`src/rtl/prog_timer_pkg.sv`:
```
// Shared types and constants for the programmable interval timer.
package prog_timer_pkg;

  typedef enum logic {
    IDLE = 1'b0,
    RUN  = 1'b1
  } state_e;

  localparam logic MODE_PERIODIC = 1'b0;
  localparam logic MODE_ONESHOT  = 1'b1;

endpackage

```
`src/rtl/timer_prescaler.sv`:
```
// Clock prescaler: while enabled, emits a one-cycle tick every setting_i+1 cycles.
module timer_prescaler #(
  parameter int PRE_W = 4
) (
  input  logic             clk,
  input  logic             rst,
  input  logic             en_i,
  input  logic             clr_i,
  input  logic [PRE_W-1:0] setting_i,
  output logic             tick_o
);

  logic [PRE_W-1:0] pcnt_q, pcnt_d;

  // >= rather than == so a setting that shrinks below the current count still wraps.
  assign tick_o = en_i && !clr_i && (pcnt_q >= setting_i);

  always_comb begin
    pcnt_d = pcnt_q;
    if (clr_i) begin
      pcnt_d = '0;
    end else if (en_i) begin
      if (tick_o) pcnt_d = '0;
      else        pcnt_d = pcnt_q + PRE_W'(1);
    end
  end

  always_ff @(posedge clk or posedge rst) begin
    if (rst) pcnt_q <= '0;
    else     pcnt_q <= pcnt_d;
  end

endmodule

```
`src/rtl/prog_timer.sv`:
```
// Programmable interval timer: periodic or one-shot, prescaled, with pause and
// shadowed terminal/prescale values that only change at start or period wrap.
module prog_timer
  import prog_timer_pkg::*;
#(
  parameter int WIDTH = 8,
  parameter int PRE_W = 4
) (
  input  logic             clk,
  input  logic             rst,
  input  logic             start,
  input  logic             stop,
  input  logic             pause,
  input  logic             mode,
  input  logic [WIDTH-1:0] final_value,
  input  logic [PRE_W-1:0] prescale,
  output logic [WIDTH-1:0] count,
  output logic             done,
  output logic             busy
);

  state_e           state_q, state_d;
  logic [WIDTH-1:0] count_q, count_d;
  logic [WIDTH-1:0] f_sh_q, f_sh_d;
  logic [PRE_W-1:0] p_sh_q, p_sh_d;
  logic             mode_sh_q, mode_sh_d;
  logic             done_q, done_d;
  logic             pre_en, pre_clr, tick;

  // Control commands override counting, so the prescaler must not advance on them.
  assign pre_clr = stop || start;
  assign pre_en  = (state_q == RUN) && !pause && !pre_clr;

  timer_prescaler #(.PRE_W(PRE_W)) u_prescaler (
    .clk       (clk),
    .rst       (rst),
    .en_i      (pre_en),
    .clr_i     (pre_clr),
    .setting_i (p_sh_q),
    .tick_o    (tick)
  );

  always_comb begin
    state_d   = state_q;
    count_d   = count_q;
    f_sh_d    = f_sh_q;
    p_sh_d    = p_sh_q;
    mode_sh_d = mode_sh_q;
    done_d    = 1'b0;
    if (stop) begin
      state_d = IDLE;
      count_d = '0;
    end else if (start) begin
      state_d   = RUN;
      count_d   = '0;
      f_sh_d    = final_value;
      p_sh_d    = prescale;
      mode_sh_d = mode;
    end else if (tick) begin
      if (count_q < f_sh_q) begin
        count_d = count_q + WIDTH'(1);
      end else begin
        count_d = '0;
        done_d  = 1'b1;
        if (mode_sh_q == MODE_ONESHOT) begin
          state_d = IDLE;
        end else begin
          f_sh_d = final_value;
          p_sh_d = prescale;
        end
      end
    end
  end

  always_ff @(posedge clk or posedge rst) begin
    if (rst) begin
      state_q   <= IDLE;
      count_q   <= '0;
      f_sh_q    <= '0;
      p_sh_q    <= '0;
      mode_sh_q <= MODE_PERIODIC;
      done_q    <= 1'b0;
    end else begin
      state_q   <= state_d;
      count_q   <= count_d;
      f_sh_q    <= f_sh_d;
      p_sh_q    <= p_sh_d;
      mode_sh_q <= mode_sh_d;
      done_q    <= done_d;
    end
  end

  assign count = count_q;
  assign done  = done_q;
  assign busy  = (state_q == RUN);

endmodule

```
`config.mk`:
```
export PLATFORM = sky130hd
export DESIGN_NAME = prog_timer
export DESIGN_NICKNAME = d
export VERILOG_FILES = /design/src/rtl/prog_timer_pkg.sv /design/src/rtl/timer_prescaler.sv /design/src/rtl/prog_timer.sv
export SDC_FILE = /design/constraint.sdc
export NUM_CORES = 1
export LEC_CHECK = 0
export CAP_MARGIN = 20
export CORE_MARGIN = 1.5
export CORE_UTILIZATION = 45
export DETAILED_ROUTE_END_ITERATION = 10
export PLACE_DENSITY = 0.72
export SLEW_MARGIN = 10
export SYNTH_ARGS = -nofsm -noshare
export SYNTH_HDL_FRONTEND = slang
export SYNTH_HIERARCHICAL = 1
export SYNTH_SLANG_ARGS = --single-unit
```
`constraint.sdc`:
```
create_clock -name clk -period 2.3 [get_ports clk]
set_clock_uncertainty 0.1 [all_clocks]
set_input_delay 0.23 -clock clk [delete_from_list [all_inputs] [get_ports clk]]
set_output_delay 0.23 -clock clk [all_outputs]
set_load 0.1 [all_outputs]
```
======== Yosys cells after proc, flatten, opt, wreduce, memory -nomap -nowiden ========
Index checks and enable logic that the tools add are counted.
storage, ports and cells
  register bits ........................... 27
  bits in latches ......................... 0
  RAM bits ................................ 0
  bits in read-only memories .............. 0
  input bits .............................. 18
  output and inout bits ................... 10
  logic and storage cells ................. 53
  memories kept ........................... 0
operators by class
  $add $sub $neg .......................... 2
  multiply operators ...................... 0
  divide/modulo/power cells ............... 0
  magnitude comparators ................... 2
  equal/unequal tests ..................... 3
  shift-type cells ........................ 0
  multiplexer cells ....................... 24
  bitwise gates (word level) .............. 1
  reductions and logical operators ........ 14
operators by type and width
  kind                   number
  $mux W8                8
  $mux W4                7
  $mux W1                9
  $add A8 B1 Y8 const B  1
  $lt A8 B8 Y1           1
  $reduce_bool A3 Y1     2
  $add A4 B1 Y4 const B  1
  $ge A4 B4 Y1           1
  $logic_and A1 B1 Y1    4
  $ne A2 B2 Y1 const B   2
  $reduce_and A4 Y1      1
  $reduce_bool A2 Y1     2
  $ne A3 B3 Y1 const B   1
  $reduce_and A3 Y1      1
  $logic_not A1 Y1       2
  $reduce_and A2 Y1      1
  $logic_or A1 B1 Y1     1
  $not A1 Y1             1

======== Depth between registers and ports, before layout ========
Gate-level depths: netlist (run 1).
  depth after elaboration ................. 8
  mapped depth ............................ 13
  gate-level depth less buffers ........... 11

======== By module ========
Netlist (run 1), hierarchy kept.
modules (own cells, without submodules)
  module           instances  cells an instance  area each (um^2)  seq. area each (um^2)
  prog_timer       1          114                1263.7            575.6
  timer_prescaler  1          37                 349.1             100.1

======== Least setup slack after synthesis (run 1) ========
No wires, ideal clock.
  path type ............................... flip-flop to flip-flop
  start ................................... reg state_q (netlist: busy)
  end ..................................... reg f_sh_q[0]
  library setup time ...................... 0.125 ns
  data arrival time ....................... 2.917 ns
  required time ........................... 2.075 ns
  setup slack ............................. -0.842 ns
  stages on the path, launching flop included .. 11
  buffers on the path ..................... 2
  clock period less this slack ............ 3.142 ns
  cell sequence ........................... dfrtp_1 > inv_1 > nor3_1 > and3b_1 > buf_2 > inv_1 > nor2_1 > nand4_2 > a21oi_2 > buf_6 > mux2_4
on the way
  longest elaborated chain between the ends .. 6
ends and longest elaborated chain
  item                               RTL line               source
  start: declaration                 prog_timer.sv:22       state_e state_q, state_d;
  start signal: assignment           prog_timer.sv:84       state_q <= state_d;
  $logic_and A1 B1 Y1 (2 in series)  prog_timer.sv:32       assign pre_en = (state_q == RUN) && !pause && !pre_clr;
  via pre_en                         prog_timer.sv:28       logic pre_en, pre_clr, tick;
  $logic_and A1 B1 Y1 (2 in series)  timer_prescaler.sv:16  assign tick_o = en_i && !clr_i && (pcnt_q >= setting_i);
  via tick                           prog_timer.sv:28
  $reduce_bool A2 Y1 (no line)       --
  $reduce_and A4 Y1 (no line)        --
  end signal: assignment             prog_timer.sv:86       f_sh_q <= f_sh_d;
  end: declaration                   prog_timer.sv:24       logic [WIDTH-1:0] f_sh_q, f_sh_d;
The timed path passes the listed nets, and every way through them passes these cells.
A chain may end at the register's enable or synchronous reset.

======== Worst setup path after layout (run 1) ========
  start ................................... reg u_prescaler.pcnt_q[0]
  end ..................................... reg f_sh_q[3]
on the way
  longest elaborated chain between the ends .. 4
ends and longest elaborated chain
  item                          RTL line               source
  start: declaration            timer_prescaler.sv:13  logic [PRE_W-1:0] pcnt_q, pcnt_d;
  start signal: assignment      timer_prescaler.sv:30  else pcnt_q <= pcnt_d;
  $ge A4 B4 Y1                  timer_prescaler.sv:16
  $logic_and A1 B1 Y1           timer_prescaler.sv:16
  via tick                      prog_timer.sv:28
  $reduce_bool A2 Y1 (no line)  --
  $reduce_and A4 Y1 (no line)   --
The timed path passes the listed nets, and every way through them passes these cells.

==> results_dict.tcl, run 1 <==
set metrics [dict create \
    outcome "complete, but fails checks" \
    violations "negative setup slack" \
    cts_buffer_depth 2 \
    grt_pass1_vias 1404 \
    place_area_um2 2132 \
    netlist.top_cell.by_area "dfrtp_1" \
    ir_worst_vdd_v 0.0002835 \
    cpMaxStageDelayCell "dfrtp_1" \
    ys_async_sr_fraction 1.000 \
    path_clk_slew_ps 140 \
    cp_max_fo 12 \
    yosysWarnings 6 \
    ant_nets 0 \
    die_w_um 62.87 \
    synth_top_area_frac 0.4189 \
    fmax_ghz 0.4188 \
    worstPathArrival_ps 2500 \
    vias 1323 \
    rsz0062_at_grt "true" \
    wl_mm 3.594 \
    path_cells "inv_2 > ha_4 > nand2b_4 > a211oi_4 > o21ai_1 > and3b_2 > inv_4 > nor2_4 > nand4_2 > a21oi_2 > buf_12 > mux2_4" \
    syn-num-nets 182 \
    portBuffers 27 \
    fin_crit_sh 1.038 \
    synth_most_common_cell "dfrtp_1" \
    cap_violations 0 \
    numCtsBuffers 3 \
    p_per_area_nw_per_um2 449.4 \
    end_kind "flip-flop" \
    grt_usage 0.1918 \
    vias_per_cell 5.271 \
    setup_tns_ps -1006 \
    path_class "reg -> reg" \
    hold_path_class "in -> async" \
    synthDistinctLibCells 42 \
    grt_pass1_wl_mm 6.120 \
    pin_count 28 \
    fin_area_um2 2201 \
    htreeDepth 1 \
    core_area_um2 3390 \
    nFillCells 270 \
    r2r_start "u_prescaler/pcnt_q[0]" \
    pre_cts_slack_ps -171.9 \
    gp_congestion 0.7821 \
    cpPeakStageDelay_ps 390 \
    timing.slew.headroom 0.6888 \
    critPathTopFamily "simple AND/OR/NAND/NOR gates" \
    total_leakage_power_uw 0.001046 \
    n_antenna_cell 0 \
    die_h_um 62.87 \
    synth_seq_cells 27 \
    clk_latency_ps 320 \
    grt-ovfl-total 0 \
    start_kind "flip-flop" \
    grt_max_degree 15 \
    initialDrtViolationCount 26 \
    fin_nets 237 \
    drc 0 \
    final_core_util 0.6493 \
    syn_area_per_cell_um2 10.68 \
    synth_flop_cell "dfrtp_1" \
    cts.sinks 27 \
    dp_hpwl_mm 2.793 \
    slew_viol_final 0 \
    synth_edf_count 0 \
    drt_first_pass_iters 4 \
    area_delta_synth_final_pct 36.46 \
    drive_gt1_frac 0.3707 \
    crit_required_ps 2410 \
    path_buf_inv 3 \
    synthesis.area_um2 1613 \
    synth_common_cells "dfrtp_1, inv_1, ha_1" \
    ys_seq_area_frac 0.4189 \
    crit_start "u_prescaler/pcnt_q[0]" \
    wire_per_inst_um 14.32 \
    period_minus_slack_ps 2388 \
    hold_viol 0 \
    die-area_um2 3952 \
    synthCells 151 \
    setup_viol 13 \
    cts_tree "built" \
    tightest_slew_ps 466.2 \
    cts-root-buf "clkbuf_4" \
    timing.final.ws_setup_ps -88.00 \
    rows 21 \
    initial_core_util 0.4758 \
    synthTopCellsByArea "dfrtp_1, ha_1, mux2_4" \
    antenna_found_initial 0 \
]
## worst reg2reg max path, cell delays in order, from the launching register on
cell and delay, ps:
dfrtp_1 390, inv_2 70, ha_4 250, nand2b_4 110, a211oi_4 50, o21ai_1 140
and3b_2 250, inv_4 40, nor2_4 100, nand4_2 110, a21oi_2 190, buf_12 170
mux2_4 310
## what timing repair did
action / 4_1_cts / 5_1_grt
setup buffers: 1 / 0
gates resized for setup: 5 / 4
hold buffers: 0 / 0
pin swaps: 0 / 4
setup endpoints to repair: 14 / 16
## report_power, final
group	leakage [uW]	total (uW)	internal [uW]	switching (uW)
logic	0.000697	256	147	109
registers	0.000334	534	510	23.9
clock network	0.0000150	199	67.8	131
total	0.00105	989	725	264
## sequential cells by signal, indices dropped and copies added, names as in the netlist
register / flops
done: 1
p_sh_q: 4
busy: 1
u_prescaler/pcnt_q: 4
mode_sh_q: 1
count: 8
f_sh_q: 8
## placed cells by master, fill, tap and decap left out, types with 2 or more instances in the layout
cell type,n
or4_4,2
clkbuf_4,3
a31o_1,2
nor2_1,9
dfrtp_2,7
nor3b_1,2
clkdlybuf4s50_1,17
o21ai_0,3
nand3b_1,2
inv_2,2
inv_1,17
nand2b_1,4
nand2_1,3
ha_1,12
a21oi_1,8
mux2_4,12
xor2_1,2
nand3_1,7
dfrtp_1,19
o2111ai_1,2
inv_4,2
buf_4,33
o21ai_1,5
a21oi_2,2
## final cells by class
type,count,area [um^2],area share
Clock buffer,4,26.28,0.01194
Inverter,21,83.83,0.03809
Multi-Input combinational cell,101,895.9,0.4070
Sequential cell,27,688.2,0.3127
Tap cell,46,57.56,0.02615
Timing Repair Buffer,52,449.2,0.2041
## path summary, 6_finish.rpt
check / end / slack (ps) / depth (start not counted)
worst max-delay path: f_sh_q[3] / -90 / 12
max in group asynchronous: f_sh_q[0] / 1410 / 3
worst min-delay path: u_prescaler/pcnt_q[2] / 20 / 2
worst max register to register: f_sh_q[3] / -90 / 12
min in group clk: f_sh_q[1] / 420 / 2
worst min register to register: f_sh_q[5] / 430 / 1
## logic make-up after synthesis
logic type | count (synthesis) | synth area share
simple gates | 42 | 0.1536
mux | 12 | 0.1071
xor+xnor | 3 | 0.01629
fa+ha+maj | 13 | 0.1009
buf+inv | 23 | 0.05895
flops | 27 | 0.4189
compound gates | 31 | 0.1443
## per-stage QoR
step / cells / power [uW] / hold WS (ps)
after global placement: 246 / 783.0 / 365.0
after CTS: 251 / 1002 / 7.655
after global routing: 251 / 1049 / 26.62
after detailed placement: 246 / 790.3 / 372.0
after floorplan: 151 / 690.8 / -103.9
final: 251 / 989.1 / 18.32
## layer usage
metal	vias to the layer above	track usage	part of all wire
met4	0	0.05000	0.012
met5	-	0	0
li1	638	-	-
met3	6	0.01802	0.026
met1	651	0.2352	0.42
met2	28	0.3564	0.54
Power figures use the tool's default switching activity.
==> run 2, diff against run 1 <==
--- a/config.mk
+++ b/config.mk
@@ -7,9 +7,9 @@
 export LEC_CHECK = 0
 export CAP_MARGIN = 20
 export CORE_MARGIN = 1.5
-export CORE_UTILIZATION = 45
+export CORE_UTILIZATION = 40
 export DETAILED_ROUTE_END_ITERATION = 10
-export PLACE_DENSITY = 0.72
+export PLACE_DENSITY = 0.66
 export SLEW_MARGIN = 10
 export SYNTH_ARGS = -nofsm -noshare
 export SYNTH_HDL_FRONTEND = slang
==> constraint.sdc (replaced) <==
create_clock -name clk -period 2.3 [get_ports clk]
set_clock_uncertainty 0.1 [all_clocks]
set_input_delay 0.345 -clock clk [delete_from_list [all_inputs] [get_ports clk]]
set_output_delay 0.345 -clock clk [all_outputs]
set_load 0.1 [all_outputs]
==> run 2 against run 1 <==
Compared with the run above:
- the flow still finishes with violations (negative setup slack)
- count of clock-buffer cells in the layout is 1 lower
- critical endpoint is now p_sh_q[3]
- critical path type unchanged
- sequential cell count stayed put
- combinational power is 2% higher
- largest power group unchanged
==> results_dict.tcl, run 2 (synthesis gave the netlist of run 1 again) <==
set metrics [dict create \
    worstPathArrival_ps 2470 \
    cp_max_fo 6 \
    r2r_end "p_sh_q[3]" \
    crit_start "u_prescaler/pcnt_q[0]" \
    fin_cells 254 \
    rsz0062_at_grt "true" \
    drc 0 \
    initialDrtViolationCount 35 \
    ant_nets 0 \
    pin_count 28 \
    hold_viol 0 \
    cts-root-buf "clkbuf_8" \
    cts_tree "built" \
    die_h_um 66.50 \
    gp_congestion 0.7433 \
    wl_mm 3.558 \
    cap_violations 0 \
    clk_latency_ps 270 \
    crit_required_ps 2360 \
    vias_per_cell 5.154 \
    p_per_area_nw_per_um2 471.2 \
    hold_path_class "in -> async" \
    ir_worst_vdd_v 0.0001943 \
    start_kind "flip-flop" \
    tightest_slew_ps 402.8 \
    initial_core_util 0.4277 \
    final_common_cell "buf_4" \
    timing.slew.headroom 0.7314 \
    die-area_um2 4422 \
    fmax_ghz 0.4148 \
    final_core_util 0.5982 \
    path_class "reg -> reg" \
    core_area_um2 3771 \
    wire_per_inst_um 14.01 \
    rows 22 \
    reg2reg_depth 12 \
    vias 1309 \
    cts_buffer_depth 2 \
    drt_first_pass_iters 4 \
    setup_viol 13 \
    grt_pass1_vias 1288 \
    portBuffers 27 \
    htreeDepth 1 \
    violations "negative setup slack" \
    seqCellArea_um2 688.2 \
    drive_gt1_frac 0.3786 \
    grt_usage 0.1712 \
    outcome "complete, but fails checks" \
    n_antenna_cell 0 \
    multi_input_area_um2 903.4 \
    grt-ovfl-total 0 \
    antenna_found_initial 0 \
    nFillCells 311 \
    period_minus_slack_ps 2411 \
    grt_pass1_wl_mm 5.754 \
    r2r_start "u_prescaler/pcnt_q[0]" \
    dp.cells 246 \
    fin_crit_sh 1.048 \
    total_leakage_power_uw 0.001070 \
    r2r_slack_ps -110 \
    cts.sinks 27 \
    numCtsBuffers 3 \
    dp_hpwl_mm 2.746 \
    path_clk_slew_ps 90 \
    die_w_um 66.50 \
    grt_max_degree 24 \
    most-common-layout-cells "buf_4, dfrtp_1, inv_1, clkdlybuf4s50_1" \
    end_kind "flip-flop" \
    slew_viol_final 0 \
    fin_nets 238 \
    power_uw 1063 \
    area_delta_synth_final_pct 39.88 \
    timing.final.ws_setup_ps -110.7 \
]
-- run 2: worst max path at each step --
stage | depth (start not counted) | endpoint
3_5_place_dp | 11 | f_sh_q[7]
4_1_cts | 11 | f_sh_q[7]
3_3_place_gp | 11 | f_sh_q[7]
2_1_floorplan | 13 | f_sh_q[0]
5_1_grt | 12 | p_sh_q[2]
6_report | 12 | p_sh_q[3]
-- run 2: metrics by stage --
step / area (um^2) / setup TNS [ps] / hold slack [ps] / setup WS, ps
floorplan: 1659 / -1206 / 11.08 / -120.6
global placement: 2120 / -2942 / 397.9 / -240.8
detailed placement: 2120 / -3216 / 404.2 / -269.7
CTS: 2195 / -1046 / 201.5 / -85.20
global route: 2256 / -2276 / 203.6 / -189.1
finish: 2256 / -1164 / 191.2 / -110.7
-- run 2: routing by layer --
layer,wire (um),GRT usage
met5,0,0
met4,10,0.04847
met3,84,0.02534
met2,1827,0.3013
met1,1635,0.2173
-- run 2: report_power, final --
group	total (uW)	internal (uW)	leakage [uW]	switching [uW]
combinational	262	150	0.000710	112
clock	266	121	0.0000255	145
sequential	536	510	0.000334	25.6
-- run 2: repair_timing --
action	in CTS	in global routing
endpoints found under the setup margin	14	17
gates resized for setup	5	5
setup buffers	1	2
hold buffers	0	0
gates cloned	0	1
pin swaps	0	1
-- run 2: worst max-delay path, stage by stage, from the launching register on --
cell	delay (ps)
dfrtp_1	400
inv_2	90
ha_4	190
nand2b_4	140
a211oi_4	240
o21ai_2	70
and3b_2	240
inv_4	70
nor2_4	30
a21oi_2	170
a21oi_4	100
clkbuf_16	170
mux2_4	290
-- run 2: cell type report --
| class | count | share of cell area |
|---|---|---|
| multi-input combinational | 101 | 0.4004 |
| sequential | 27 | 0.3050 |
| timing repair buffer | 53 | 0.2102 |
| inverter | 21 | 0.03716 |
| tap | 48 | 0.02662 |
| clock buffer | 3 | 0.01830 |
| clock inverter | 1 | 0.002219 |
